### config.mk
export PLATFORM = sky130hd
export DESIGN_NAME = config_loader
export DESIGN_NICKNAME = d
export VERILOG_FILES = /design/src/rtl/config_loader.sv
export SDC_FILE = /design/constraint.sdc
export NUM_CORES = 2
export LEC_CHECK = 0
export CORE_MARGIN = 3
export CORE_UTILIZATION = 35
export DETAILED_ROUTE_END_ITERATION = 7
export HOLD_SLACK_MARGIN = 0.1
export PLACE_DENSITY_LB_ADDON = 0.2
export RECOVER_POWER = 100
export SLEW_MARGIN = 20
export SYNTH_ARGS = -nofsm -noshare
export SYNTH_HDL_FRONTEND = slang
export SYNTH_SLANG_ARGS = --single-unit
### constraint.sdc
create_clock -name clock -period 2 [get_ports clock]
set_input_delay 0.4 -clock clock [delete_from_list [all_inputs] [get_ports clock]]
set_output_delay 0.4 -clock clock [all_outputs]
set_load 0.02 [all_outputs]
### src/rtl/config_loader.sv
// Streams a bitstream of WORD_WIDTH-bit words into a shadow register and commits the
// complete image atomically to the column config bus, gating the grid reset around loads.
module config_loader #(
    parameter  int COLUMNS            = 3,
    parameter  int COLUMN_CONFIG_BITS = 438,
    parameter  int WORD_WIDTH         = 32,
    localparam int TOTAL_BITS         = COLUMNS * COLUMN_CONFIG_BITS,
    localparam int WORDS              = (TOTAL_BITS + WORD_WIDTH - 1) / WORD_WIDTH,
    localparam int CW                 = $clog2(WORDS + 1)
) (
    input  logic                  clock,
    input  logic                  nreset,
    input  logic                  start,
    input  logic [WORD_WIDTH-1:0] data_in,
    input  logic                  data_valid,
    output logic                  data_ready,
    output logic [TOTAL_BITS-1:0] config_out,
    output logic                  grid_nreset,
    output logic                  done,
    output logic [CW-1:0]         word_count
);

    localparam int LAST_BITS = TOTAL_BITS - (WORDS - 1) * WORD_WIDTH;

    typedef enum logic [1:0] {
        S_IDLE,
        S_LOAD,
        S_DONE
    } state_t;

    state_t                r_state;
    state_t                w_state_next;
    logic [TOTAL_BITS-1:0] r_shadow;
    logic [TOTAL_BITS-1:0] w_shadow_next;
    logic [TOTAL_BITS-1:0] r_config;
    logic [CW-1:0]         r_word_count;
    logic [CW-1:0]         w_word_count_next;
    logic                  r_done;
    logic                  w_done_next;
    logic                  r_grid_nreset;
    logic                  w_grid_nreset_next;
    logic                  w_accept;
    logic                  w_last;

    // A start in LOAD restarts the load, so it also blocks a word offered in the same cycle.
    assign w_accept = (r_state == S_LOAD) && data_valid && !start;
    assign w_last   = w_accept && (r_word_count == CW'(WORDS - 1));

    // Per-word shadow update; the final word keeps only the bits that fit the grid.
    for (genvar gi = 0; gi < WORDS; gi++) begin : g_word
        localparam int LO = gi * WORD_WIDTH;
        localparam int WB = (gi == WORDS - 1) ? LAST_BITS : WORD_WIDTH;
        assign w_shadow_next[LO +: WB] = (w_accept && (r_word_count == CW'(gi)))
                                         ? data_in[WB-1:0] : r_shadow[LO +: WB];
    end

    always_comb begin
        w_state_next       = r_state;
        w_word_count_next  = r_word_count;
        w_done_next        = r_done;
        w_grid_nreset_next = (r_state == S_DONE) && !start;
        if (start) begin
            w_state_next      = S_LOAD;
            w_word_count_next = '0;
            w_done_next       = 1'b0;
        end else if (w_accept) begin
            w_word_count_next = r_word_count + CW'(1);
            if (w_last) begin
                w_state_next = S_DONE;
                w_done_next  = 1'b1;
            end
        end
    end

    always_ff @(posedge clock) begin
        if (!nreset) begin
            r_state       <= S_IDLE;
            r_shadow      <= '0;
            r_config      <= '0;
            r_word_count  <= '0;
            r_done        <= 1'b0;
            r_grid_nreset <= 1'b0;
        end else begin
            r_state       <= w_state_next;
            r_shadow      <= w_shadow_next;
            r_word_count  <= w_word_count_next;
            r_done        <= w_done_next;
            r_grid_nreset <= w_grid_nreset_next;
            if (w_last) begin
                r_config <= w_shadow_next;
            end
        end
    end

    assign data_ready  = (r_state == S_LOAD);
    assign config_out  = r_config;
    assign grid_nreset = r_grid_nreset;
    assign done        = r_done;
    assign word_count  = r_word_count;

endmodule

# Yosys cells after proc, flatten, opt, wreduce, memory -nomap -nowiden
# Index checks and enable logic that the tools add are counted.
[totals]
out_inout_bits = 1323
reg_bits = 2637
[classes]
n_reduce_logical = 52
addsub = 1
bitwise = 1
n_eq_ne = 43
muxes = 45
[ops]
columns = ["op", "n"]
rows = [
  ["$mux 32", 41],
  ["$eq 6x5->1 const B", 16],
  ["$eq 6x6->1 const B", 10],
  ["$eq 6x4->1 const B", 8],
  ["$logic_and 1x1->1", 45],
  ["$eq 6x3->1 const B", 4],
  ["$eq 6x2->1 const B", 2],
  ["$add 6x1->6 const B", 1],
  ["$eq 6x1->1 const B", 1],
  ["$logic_not 6->1", 1],
  ["$reduce_and 2->1", 2],
  ["$reduce_bool 2->1", 2],
  ["$mux 1", 3],
  ["$eq 2x1->1 const B", 1],
  ["$eq 2x2->1 const B", 1],
  ["$mux 2", 1],
  ["$reduce_or 2->1", 1],
  ["$logic_not 1->1", 1],
  ["$not 1->1", 1],
]

# Depth between registers and ports, before layout
[logic_depth]
word_depth = 7
mapped_depth = 10

# Worst setup path after synthesis
# OpenSTA, ideal clock, no wires.
[synth_timing]
path_type = "register to register"
start = "register r_word_count[1], in the netlist word_count[1]"
end = "register r_config[1000], in the netlist config_out[1000]"
setup_slack_ns = -0.102
synth_period_minus_slack_ns = 2.102
path_stages_with_launch = 11
path_buffers = 5
arrival_time_ns = 2.031
path_cell_list = "dfxtp_1 inv_1 ha_1 and3b_1 clkbuf_1 nand3_1 clkbuf_1 buf_4 buf_6 buf_6 mux2i_1"
[synth_between]
elab_chain_len = 3
word_cells_on_any_way = 5
cone_classes = "eq/ne: 2; mux: 1; reduce/logical: 2"
[synth_lines]
columns = ["item", "line_no", "text"]
rows = [
  ["start: declaration", "36", "logic [CW-1:0] r_word_count;"],
  ["start signal: assignment", "86", "r_word_count <= w_word_count_next;"],
  ["$eq 6x5->1", "53", "assign w_shadow_next[LO +: WB] = (w_accept && (r_word_count == CW'(gi)))"],
  ["$logic_and 1x1->1", "53", ""],
  ["$mux 32", "54", "? data_in[WB-1:0] : r_shadow[LO +: WB];"],
  ["end signal: assignment", "90", "r_config <= w_shadow_next;"],
  ["end: declaration", "35", "logic [TOTAL_BITS-1:0] r_config;"],
]
# Several ways; a longest one is shown, not always the timed one.
# A chain may end at the register's enable or synchronous reset.

# Worst setup path after layout
[layout_timing]
start = "register r_word_count[1], in the netlist word_count[1]"
end = "register r_config[353], in the netlist config_out[353]"
[layout_between]
elab_chain_len = 3
word_cells_on_any_way = 5
cone_classes = "eq/ne: 2; mux: 1; reduce/logical: 2"
[layout_lines]
columns = ["item", "line_no"]
rows = [
  ["$eq 6x4->1", "53"],
  ["$logic_and 1x1->1", "53"],
  ["$mux 32", "54"],
]
# Several ways; a longest one is shown, not always the timed one.

==> flow_summary_export.csv <==
group,metric,value,unit
critical_path,r2r-start,"word_count[1]$_SDFFE_PP0P_",
timing,hold_ws,0.3892,ns
synthesis,yosysWarningCount,0,
synthesis,avgSynthCellArea,10.55,µm²
timing,finalCriticalPeriod,2.100,ns
pwr,max-vdd-ir-drop,0.6322,mV
placement,port_buffers,1358,
floorplanning,core_area,0.2717,mm²
detailed_routing,wire_per_inst,27.55,µm
timing,grt_setup_unrepaired,"true",
critical_path,r2r-end,"config_out[353]$_SDFFE_PN0P_",
floorplanning,die_area,0.2806,mm²
critical_path,critical-path-top-delay-family,"buffers and inverters",
floorplanning,chipHeight,529.7,µm
finish,most-common-layout-cells,"mux2i_1 (2623), nand2_1 (2407), dfxtp_1 (2300)",
clock_network,htree_levels,5,
synthesis,syn_inst,9100,
timing,max_freq,0.4761,GHz
finish,synthToLayoutAreaGrowth,34.22,%
synthesis,ys_ff_latch,2635,
clock_network,clkSinkCount,2635,
synthesis,ys_types,34,
run_status,violations,"setup timing",
critical_path,path_max_fanout,8,
timing,finalWorstSetupSlack,-0.1004,ns
detailed_routing,ant_nets,0,
synthesis,synthArstFlopShare,0,%
timing,slew_headroom,60.42,%
global_routing,grt_pass1_vias,71220,
critical_path,arrival,2.86,ns
synthesis,synth-edff-count,0,
critical_path,crit_type,"reg2reg",
floorplanning,rows,191,
global_routing,gr-usage-all-layers,25.76,%
timing,fin_crit_sh,105.0,%
critical_path,worst_path_most_repeated_cell,"clkbuf_16",
run_status,status,"complete, but fails checks",
clock_network,clkSlewWorstSetupHoldPaths,0.07,ns
critical_path,reg2reg_depth,9,
timing,fin_setup_tns,-4.500,ns
clock_network,cts_root_buffer,"clkbuf_16",
critical_path,cp_num_cells,9,
global_routing,antenna_found_initial,17,
global_routing,grt_remaining_overflow,0,
synthesis,yosysSeqAreaShare,54.96,%
detailed_routing,via_count,73600,
pwr,p_leak,64.69,nW
floorplanning,initial_core_util,35.32,%
timing,finalSetupViolCount,169,
critical_path,r2r_slack,-0.10,ns
critical_path,crit_path_end_kind,"register",
floorplanning,die_w,529.7,µm
timing,worst_pin_slew,0.5938,ns
synthesis,synth_nets,9140,
hold_path,worstHoldEndpoint,"r_shadow[1217]$_SDFF_PN0_",
floorplanning,ios,1359,
clock_network,ctsLongestPathBuffers,4,
detailed_routing,drc,0,
placement,gp_congestion,0.8441,
critical_path,required,2.76,ns
detailed_routing,drt-total-wl,394000,µm
global_routing,grt_start_max_net_pins,125,
critical_path,crit_chain,"inv_4, ha_4, and3b_2, nand3_4, buf_12, clkbuf_16, buf_16, clkbuf_16, mux2i_1",
synthesis,synth_ff_type,"dfxtp_1",
timing,hold_viol,0,
placement,place_hpwl,260400,µm
hold_path,holdPathStages,3,
detailed_routing,vias_per_cell,5.148,
timing,skew,0.04602,ns
critical_path,startpoint_type,"register",
synthesis,syn_area,0.09598,mm²
clock_network,clk_latency,0.87,ns
timing,finalMaxSlewViolations,0,
clock_network,cts_inserted_buffers,288,
detailed_routing,drt_pre_antenna_iters,6,
critical_path,cpPeakStageDelay,0.37,ns
finish,nets,10540,
critical_path,slowest_stage,"dfxtp_4",
detailed_routing,drt_iter0_drc,5688,
run,drv_cap,0,
hold_path,hold_start,"data_in[1]",
pwr,total_power,0.1096,W
finish,drive_gt1_share,22.69,%
global_routing,grt_first_pass_wirelength,526200,µm
pwr,powerDensity,850.8,mW/mm²
clock_network,cts_tree,"built",
critical_path,cp_num_buf_inv,5,
hold_path,holdCritPathClass,"in2reg",
finish,layout_commonest_cell,"mux2i_1",
[state kept, by name (all words and copies together) (netlist names)]
signal and count:
r_state 1, word_count 6, done 1, r_shadow 1312, config_out 1314, grid_nreset 1
[what timing repair did]
item                                    in CTS  in global routing
hold endpoints to repair                    30                  0
gates resized for setup                   3846                319
buffers inserted                             1                 43
gates cloned                                 1                 68
endpoints found under the setup margin    2264               1657
pin swaps                                    2                  3
hold buffers                                 1                  0
[worst register-to-register path, delay by kind of cell, from the launching register on]
| kind | cells | cell delay (ns) |
|---|---|---|
| muxes | 1 | 0.21 |
| DFF | 1 | 0.37 |
| adders and majority gates | 1 | 0.15 |
| and+or+nand+nor | 2 | 0.44 |
| buffers and inverters | 5 | 0.81 |
[through the flow]
step           std cells  worst slack [ns]  area [µm²]  utilization [%]
6_report           14300           -0.1004      128800            47.41
5_1_grt            14290           -0.1754      128800            47.41
4_1_cts            14180           -0.2636      126700            46.62
3_5_place_dp       13670           -0.8562      117100            43.10
3_3_place_gp       13670           -0.8021      117100            43.10
2_1_floorplan       9100           0.01236       95990                -
[metal layers]
metal	global-route usage (%)	vias up	share of wire, %
li1	-	33680	-
met1	33.40	36660	43
met2	41.16	2643	45
met3	5.300	625	6.6
met4	11.82	0	5.0
met5	0	-	0
[layout make-up]
cell class	count	area, µm²
clock buffer	432	8441
fill	24830	142900
tap	3570	4467
inverter	4	20.02
timing repair buffer	1966	21840
sequential	2635	53200
clock inverter	76	988.4
antenna	6	15.01
multi-input combinational	5609	39860
[worst max path at each step]
| stage | start | endpoint |
|---|---|---|
| floorplan | word_count[1]$_SDFFE_PP0P_ | config_out[1000]$_SDFFE_PN0P_ |
| CTS | config_out[183]$_SDFFE_PN0P_ | config_out[183] |
| detailed placement | data_valid | r_shadow[388]$_SDFF_PN0_ |
| global placement | data_valid | r_shadow[388]$_SDFF_PN0_ |
| finish | word_count[1]$_SDFFE_PP0P_ | config_out[353]$_SDFFE_PN0P_ |
| global route | r_state[0]$_SDFFE_PN0P_ | config_out[353]$_SDFFE_PN0P_ |
[cells by family (layout without fill, tap and decap cells)]
| logic type | Yosys count | count (layout) | synth area share (%) |
|---|---|---|---|
| flops | 2635 | 2635 | 54.96 |
| mux | 2626 | 2626 | 27.38 |
| simple gates | 2519 | 2519 | 10.07 |
| buf+inv | 856 | 2478 | 4.247 |
| compound gates | 460 | 460 | 3.288 |
| fa+ha+maj | 4 | 4 | 0.05214 |
| other cells | 0 | 6 | 0 |
[report_power, final]
part	internal (W)	switching [W]	leakage, nW
registers	0.0525	0.00000714	21.4
logic	0.000949	0.00273	38.7
clock network	0.0310	0.0225	4.63
[Yosys cell counts (7+ instances only)]
master    number  area share [%]
a21oi_1        7           0.036
dfxtp_1     2635              55
o311ai_0     223             2.0
mux2i_1     2626              27
buf_2        204             1.1
and3b_1        9           0.082
nand2_1     2439             9.5
clkbuf_1     562             2.2
nand3_1       41            0.21
o21ai_1      168            0.88
buf_6         80            0.94
o21ai_0       57            0.30
No activity file was read; power rests on OpenSTA's default activity.
